--- config.mk ---
export PLATFORM = sky130hd
export DESIGN_NAME = pc_gen_flat
export DESIGN_NICKNAME = d
export VERILOG_FILES = /design/src/rtl/pc_gen_if.sv /design/src/rtl/pc_gen.sv /design/src/flat_wrapper.sv
export SDC_FILE = /design/constraint.sdc
export NUM_CORES = 1
export LEC_CHECK = 0
export CORE_MARGIN = 2
export CORE_UTILIZATION = 45
export CTS_BUF_LIST = sky130_fd_sc_hd__clkbuf_4 sky130_fd_sc_hd__clkbuf_8
export DETAILED_ROUTE_END_ITERATION = 10
export DONT_BUFFER_PORTS = 1
export MAX_ROUTING_LAYER = met4
export PLACE_DENSITY = 0.69
export SYNTH_ARGS = -nofsm -noshare
export SYNTH_HDL_FRONTEND = slang
export SYNTH_SLANG_ARGS = --single-unit
--- constraint.sdc ---
create_clock -name clk -period 2.6 [get_ports clk]
set_input_delay 0.52 -clock clk [delete_from_list [all_inputs] [get_ports clk]]
set_output_delay 0.52 -clock clk [all_outputs]
set_load 0.05 [all_outputs]
--- src/rtl/pc_gen_if.sv ---
// Fetch-PC bus between the PC generator and the IF stage / hazard / EX logic.
// The generator side uses the master modport; the consumer side uses slave.
interface pc_gen_if #(
   parameter int unsigned XLEN = 32
);
   logic            stall;
   logic            redir_valid;
   logic [XLEN-1:0] redir_target;
   logic            trap;
   logic            halt;
   logic            resume;
   logic [XLEN-1:0] pc;
   logic [XLEN-1:0] pc_plus;
   logic            pc_valid;
   logic            misalign;
   logic [XLEN-1:0] bad_addr;

   modport master (
      input  stall, redir_valid, redir_target, trap, halt, resume,
      output pc, pc_plus, pc_valid, misalign, bad_addr
   );

   modport slave (
      output stall, redir_valid, redir_target, trap, halt, resume,
      input  pc, pc_plus, pc_valid, misalign, bad_addr
   );
endinterface

--- src/rtl/pc_gen.sv ---
// Program-counter generator for the IF stage: BOOT/RUN/HALT control with
// prioritised trap, redirect, halt, stall and sequential increment.
module pc_gen #(
   parameter int unsigned     XLEN         = 32,
   parameter logic [XLEN-1:0] RESET_VECTOR = '0,
   parameter logic [XLEN-1:0] TRAP_VECTOR  = XLEN'(32'h0000_0100),
   parameter int unsigned     INC          = 4,
   parameter int unsigned     ALIGN_BITS   = 2
) (
   input  logic     clk,
   input  logic     rst,
   pc_gen_if.master bus
);

   // ALIGN_BITS of 0 yields an all-zero mask, which disables the check.
   localparam logic [XLEN-1:0] ALIGN_MASK = XLEN'((64'd1 << ALIGN_BITS) - 64'd1);

   typedef enum logic [1:0] {
      S_BOOT,
      S_RUN,
      S_HALT
   } state_t;

   state_t          state_q, state_d;
   logic [XLEN-1:0] pc_q, pc_d;
   logic            pc_valid_q, pc_valid_d;
   logic            misalign_q, misalign_d;
   logic [XLEN-1:0] bad_addr_q, bad_addr_d;
   logic [XLEN-1:0] pc_plus;
   logic            target_misaligned;

   assign pc_plus           = pc_q + XLEN'(INC);
   assign target_misaligned = |(bus.redir_target & ALIGN_MASK);

   always_comb begin
      state_d    = state_q;
      pc_d       = pc_q;
      misalign_d = 1'b0;
      bad_addr_d = bad_addr_q;
      unique case (state_q)
         S_BOOT: state_d = S_RUN;
         S_RUN: begin
            if (bus.trap) begin
               pc_d = TRAP_VECTOR;
            end else if (bus.redir_valid && target_misaligned) begin
               pc_d       = TRAP_VECTOR;
               misalign_d = 1'b1;
               bad_addr_d = bus.redir_target;
            end else if (bus.redir_valid) begin
               pc_d = bus.redir_target;
            end else if (bus.halt) begin
               state_d = S_HALT;
            end else if (!bus.stall) begin
               pc_d = pc_plus;
            end
         end
         S_HALT: begin
            if (bus.trap) begin
               pc_d    = TRAP_VECTOR;
               state_d = S_RUN;
            end else if (bus.resume) begin
               state_d = S_RUN;
            end
         end
         default: state_d = S_BOOT;
      endcase
      // Valid is registered alongside the state so it tracks the entered state.
      pc_valid_d = (state_d == S_RUN);
   end

   always_ff @(posedge clk or posedge rst) begin
      if (rst) begin
         state_q    <= S_BOOT;
         pc_q       <= RESET_VECTOR;
         pc_valid_q <= 1'b0;
         misalign_q <= 1'b0;
         bad_addr_q <= '0;
      end else begin
         state_q    <= state_d;
         pc_q       <= pc_d;
         pc_valid_q <= pc_valid_d;
         misalign_q <= misalign_d;
         bad_addr_q <= bad_addr_d;
      end
   end

   assign bus.pc       = pc_q;
   assign bus.pc_plus  = pc_plus;
   assign bus.pc_valid = pc_valid_q;
   assign bus.misalign = misalign_q;
   assign bus.bad_addr = bad_addr_q;

endmodule

--- src/flat_wrapper.sv ---
// flat-port wrapper written by rule: the top's interface ports become plain ports
module pc_gen_flat 
#(
   parameter int unsigned     XLEN         = 32,
   parameter logic [XLEN-1:0] RESET_VECTOR = '0,
   parameter logic [XLEN-1:0] TRAP_VECTOR  = XLEN'(32'h0000_0100),
   parameter int unsigned     INC          = 4,
   parameter int unsigned     ALIGN_BITS   = 2
)
  (clk, rst, bus_stall, bus_redir_valid, bus_redir_target, bus_trap, bus_halt, bus_resume, bus_pc, bus_pc_plus, bus_pc_valid, bus_misalign, bus_bad_addr);
  pc_gen_if #(.XLEN(XLEN)) bus_i ();
  input  logic clk;
  input  logic rst;
  input wire logic [$bits(bus_i.stall)-1:0] bus_stall;
  input wire logic [$bits(bus_i.redir_valid)-1:0] bus_redir_valid;
  input wire logic [$bits(bus_i.redir_target)-1:0] bus_redir_target;
  input wire logic [$bits(bus_i.trap)-1:0] bus_trap;
  input wire logic [$bits(bus_i.halt)-1:0] bus_halt;
  input wire logic [$bits(bus_i.resume)-1:0] bus_resume;
  output wire logic [$bits(bus_i.pc)-1:0] bus_pc;
  output wire logic [$bits(bus_i.pc_plus)-1:0] bus_pc_plus;
  output wire logic [$bits(bus_i.pc_valid)-1:0] bus_pc_valid;
  output wire logic [$bits(bus_i.misalign)-1:0] bus_misalign;
  output wire logic [$bits(bus_i.bad_addr)-1:0] bus_bad_addr;
  assign bus_i.stall = bus_stall;
  assign bus_i.redir_valid = bus_redir_valid;
  assign bus_i.redir_target = bus_redir_target;
  assign bus_i.trap = bus_trap;
  assign bus_i.halt = bus_halt;
  assign bus_i.resume = bus_resume;
  assign bus_pc = bus_i.pc;
  assign bus_pc_plus = bus_i.pc_plus;
  assign bus_pc_valid = bus_i.pc_valid;
  assign bus_misalign = bus_i.misalign;
  assign bus_bad_addr = bus_i.bad_addr;
  pc_gen #(.XLEN(XLEN), .RESET_VECTOR(RESET_VECTOR), .TRAP_VECTOR(TRAP_VECTOR), .INC(INC), .ALIGN_BITS(ALIGN_BITS)) u_core (.clk(clk), .rst(rst), .bus(bus_i));
endmodule
Word-level counts from Yosys, hierarchy flattened
Cells that the tools add are included.
- flip-flop bits (word level): 68
- bits in latches: 0
- memory bits (writable): 0
- bits in read-only memories: 0
- input bits: 39
- word-level logic and storage cells: 36
- memories kept: 0
- add/subtract/negate cells: 1
- $mul: 0
- divide/modulo/power cells: 0
- $lt $le $gt $ge: 0
- equal/unequal tests: 6
- shift-type cells: 0
- mux-type cells: 17
- bitwise operators: 1
- reductions and logical operators: 6
- operators by type and width (operator ; count):
    two-way mux 32 bit ; 6
    one-hot mux 32 bit (2 select lines) ; 1
    adder 32 x 3 -> 32 bit, second input constant ; 1
    two-way mux 2 bit ; 6
    inequality test 5 x 4 -> 1 bit, second input constant ; 2
    one-hot mux 2 bit (3 select lines) ; 1
    equality test 2 x 1 -> 1 bit, second input constant ; 2
    AND reduction 4 bit ; 1
    two-way mux 1 bit ; 3
    AND reduction 3 bit ; 1
    equality test 2 bit, second input constant ; 1
    logical NOT 2 bit ; 1
    inequality test 2 bit, second input constant ; 1
    nonzero test 2 bit ; 1
    OR reduction 2 bit ; 1
    logical AND 1 bit ; 1
    inverter 1 bit ; 1

Logic depth before layout (Yosys ltp)
- depth in word-level cells: 7
- depth in mapped cells: 8

Least setup slack after synthesis
OpenSTA, ideal clock, no wires.
- path kind: register to output
- start: register u_core.pc_q[2], in the netlist u_core.bus.pc[2]
- end: output port bus_pc_plus[28]
- arrival time: 2.977 ns
- required time: 2.080 ns
- setup slack: -0.897 ns
- cell stages (with the launch flop): 7
- path buffers: 0
- cell sequence: dfrtp_1 ha_1 nand3_4 nor4_4 nand2_2 or3_4 xnor2_1
- word-level cells in the longest chain between the ends: 1
- RTL lines (element ; line ; source):
    from (decl) ; pc_gen.sv:25 ; logic [XLEN-1:0] pc_q, pc_d;
    from (signal assigned) ; pc_gen.sv:80 ; pc_q <= pc_d;
    adder 32 x 3 -> 32 bit ; pc_gen.sv:32 ; assign pc_plus = pc_q + XLEN'(INC);
    to (decl) ; flat_wrapper.sv:21 ; output wire logic [$bits(bus_i.pc_plus)-1:0] bus_pc_plus;
Every way passes these cells.

Final worst setup path
- start: register u_core.pc_q[4], in the netlist u_core.bus.pc[4]
- end: output port bus_pc_plus[23]
Same word-level chain as after synthesis.

==> impl_metrics.env <==
export IMPL_outcome="complete, but fails checks"
export IMPL_violations="negative setup slack"
export IMPL_drtPass1Iterations=5
export IMPL_clock_fmax_ghz=0.3823
export IMPL_instances_no_fill=553
export IMPL_antenna_found_initial=0
export IMPL_finalClockSkew_ps=9.786
export IMPL_gp_congestion=0.8513
export IMPL_worst_slew_margin_rel_pct=37.25
export IMPL_dp_cells=522
export IMPL_ys_ff_latch=68
export IMPL_grt_use_total_pct=25.81
export IMPL_min_period_over_period_pct=100.6
export IMPL_fp_dieArea_um2=9126
export IMPL_combPwrFrac_pct=44.3
export IMPL_switchingPower_mw=3.536
export IMPL_cts_tree="done"
export IMPL_setup_viol=2
export IMPL_setup_ws_ps=-15.48
export IMPL_cts_htree_levels=3
export IMPL_clk_pin_slew_ps=80
export IMPL_core_um2=8175
export IMPL_yosysSeqAreaShare_pct=45.14
export IMPL_clockPowerShare_pct=14.5
export IMPL_grt_pass1_vias=3428
export IMPL_rsz0062_at_grt="yes"
export IMPL_wl_per_cell_um=20.15
export IMPL_die_w_um=95.53
export IMPL_r2r_end="u_core.bus.pc[25]"
export IMPL_internal_power_mw=3.068
export IMPL_maxCapViolCount=0
export IMPL_dp_hpwl_um=7705
export IMPL_vias=3259
export IMPL_diodes=0
export IMPL_drive_above_1_share_pct=44.42
export IMPL_crit_type="register to primary output"
export IMPL_tns_ps=-18.30
export IMPL_min_delay_path_class="primary input to async pin"
export IMPL_hold_viol=0
export IMPL_clk_insertion_delay_late_ps=340
export IMPL_fin_nets=487
export IMPL_wl_um=11140
export IMPL_grt_pass1_wl_um=17350
export IMPL_fin_util_pct=65.12
export IMPL_ios=137
export IMPL_synth_edf_count=0
export IMPL_overflow=0
export IMPL_finalPower_mw=6.604
export IMPL_synth_flop_cell="dfrtp_1"
export IMPL_tightest_slew_ps=941.3
export IMPL_start_util_pct=46.11
export IMPL_critPathMaxFanout=5
export IMPL_synthCells=371
export IMPL_reg2reg_depth=6
export IMPL_area_growth_syn_to_layout_pct=41.22
export IMPL_end_kind="primary output"
export IMPL_first_iter_violations=168
export IMPL_via_per_inst=5.893
export IMPL_synth_async_reset_ratio_pct=100.0
export IMPL_seqPwrFrac_pct=41.2
export IMPL_syn_area_per_cell_um2=10.16
export IMPL_route_detailed_drc=0
export IMPL_crit_path_start_kind="register"
export IMPL_cts_buffers_inserted=9
export IMPL_cts_root_buffer="clkbuf_8"
export IMPL_cts_sinks=68
export IMPL_ir_worst_vdd_v=0.0008619
export IMPL_cts_buffer_depth=2
export IMPL_grt_max_degree=45
export IMPL_swShare_pct=53.55
export IMPL_r2r_start="u_core.state_q[0]"
export IMPL_min_period_ps=2615
export IMPL_critical_path_arrival_ps=2100
export IMPL_fp_dieH_um=95.53
export IMPL_power_leakage_nw=2.310
export IMPL_synth_cell_types=56
export IMPL_numPortBuffers=0
export IMPL_yosys_warnings=0
export IMPL_required_ps=2080
export IMPL_num_rows=33
export IMPL_r2r_slack_ps=290
export IMPL_synthesis_area_um2=3770
export IMPL_p_per_area_nw_per_um2=1240
export IMPL_ant_nets=0
export IMPL_slew_viol_final=0
export IMPL_syn_nets=415
-- power groups by stage --
stage | Combinational (mW) | Clock, mW | Sequential (mW)
after global placement | 2.82 | 0 | 2.73
after global routing | 3.09 | 1.02 | 2.78
after floorplan | 1.54 | 0 | 3.19
after CTS | 2.92 | 0.972 | 2.72
final | 2.93 | 0.957 | 2.72
after detailed placement | 2.86 | 0 | 2.75
-- through the flow --
stage	hold WS [ps]	setup WS, ps	area, um2
after detailed placement	441.1	113.7	4868
after CTS	67.06	-49.08	5224
after floorplan	593.2	-110.8	4118
after global routing	99.64	-106.4	5324
final	67.63	-15.48	5324
after global placement	443.6	156.4	4868
-- Yosys cell counts (2+ instances only) --
cell type  count  area, um2
and3_1         3      18.77
clkbuf_2       2      10.01
a21oi_1       20      100.1
o31a_1         2      17.52
nand4_4        2      42.54
or4_1          2      15.01
nand3_1        7      35.03
o2bb2ai_1      4      35.03
mux2i_1        4      40.04
nor2_1        23      86.33
clkbuf_1       9      33.78
nand2b_1       2      12.51
xnor2_1       16      140.1
a31oi_1        5      31.28
mux2_2        32      360.4
o21a_1         2      15.01
nor4_4         2      42.54
a22oi_1        5      37.54
nor4_1         4      25.02
xor2_1        12      105.1
nor2b_1        2      12.51
nand3_2        2      20.02
buf_4          2      15.01
o22ai_1        7      43.79
o21ai_0       26      130.1
ha_1           5      62.56
a21o_1         2      15.01
o311ai_0       6      52.55
nor3_1         9      45.04
a311oi_1       2      17.52
buf_1          3      11.26
dfrtp_1       68       1702
inv_1         17      63.81
nand4_1        7      43.79
buf_2          7      35.03
nand2_1       26      97.59
and2_1         3      18.77
-- flip-flops by register name, summed over array words and instances, names as in the netlist --
| signal | cells |
|---|---|
| u_core.bus.bad_addr | 32 |
| u_core.state_q | 2 |
| u_core.bus.misalign | 1 |
| u_core.bus.pc | 32 |
| u_core.bus.pc_valid | 1 |
-- cell families (layout without fill, tap and decap cells) --
group                    count (synthesis)  in the layout  synth area share [%]
adder cells (fa/ha/maj)                  5              5                 1.659
multiplexers                            36             36                 10.62
XOR/XNOR                                28             28                 6.505
flip-flops                              68             68                 45.14
AO/OA/AOI/OAI                           88             88                 14.84
AND/OR/NAND/NOR                        105            105                 16.66
buffers and inverters                   41            118                 4.580
-- final cells by class --
class | instances | area, um2
Multi-Input combinational cell | 262 | 2312
Clock buffer | 13 | 178.9
Timing Repair Buffer | 84 | 865.8
Inverter | 18 | 68.82
Sequential cell | 68 | 1724
Fill cell | 641 | 2851
Clock inverter | 3 | 42.54
Tap cell | 105 | 131.4
-- repair_timing --
item                                    in CTS  in global routing
gates resized for setup                      9                 17
buffers inserted                            14                  1
pin swaps                                   12                 10
endpoints found under the setup margin      15                 15
hold buffers                                 0                  0
gates cloned                                 0                  0
-- critical path, stage by stage (launching register included) --
cell     delay [ps]
dfrtp_2         420
nand4_4         120
or4_4           630
nor3_4          240
xor2_4          190
buf_12          150
-- cells in the final DEF (no fill, tap or decap), drive strengths merged, types with 3 or more instances in the layout --
| cell | count |
|---|---|
| a21oi | 20 |
| a22oi | 5 |
| a31oi | 5 |
| and2 | 3 |
| and3 | 4 |
| buf | 84 |
| clkbuf | 13 |
| clkinv | 3 |
| dfrtp | 68 |
| ha | 5 |
| inv | 16 |
| mux2 | 32 |
| mux2i | 4 |
| nand2 | 27 |
| nand3 | 10 |
| nand4 | 9 |
| nor2 | 23 |
| nor3 | 10 |
| nor4 | 7 |
| o21ai | 26 |
| o22ai | 7 |
| o2bb2ai | 4 |
| o311ai | 7 |
| or4 | 3 |
| xnor2 | 16 |
| xor2 | 12 |
-- routing by layer --
layer | GRT usage [%] | up-vias | wire [um]
met5 | - | - | 0
met4 | 10.71 | 0 | 218
met3 | 6.324 | 17 | 896
met2 | 41.67 | 138 | 5639
met1 | 30.94 | 1614 | 4388
li1 | - | 1490 | -
-- worst max-delay path by stage --
stage / from / to / slack, ps / cells after the start
after CTS: u_core.bus.pc[4] / bus_pc_plus[23] / -50 / 5
after floorplan: u_core.bus.pc[2] / bus_pc_plus[28] / -110 / 6
after global routing: u_core.bus.pc[2] / bus_pc_plus[30] / -110 / 6
after global placement: u_core.bus.pc[12] / bus_pc_plus[23] / 160 / 5
after detailed placement: u_core.bus.pc[2] / bus_pc_plus[26] / 110 / 7
final: u_core.bus.pc[4] / bus_pc_plus[23] / -20 / 5
Power figures use the tool's default switching activity.
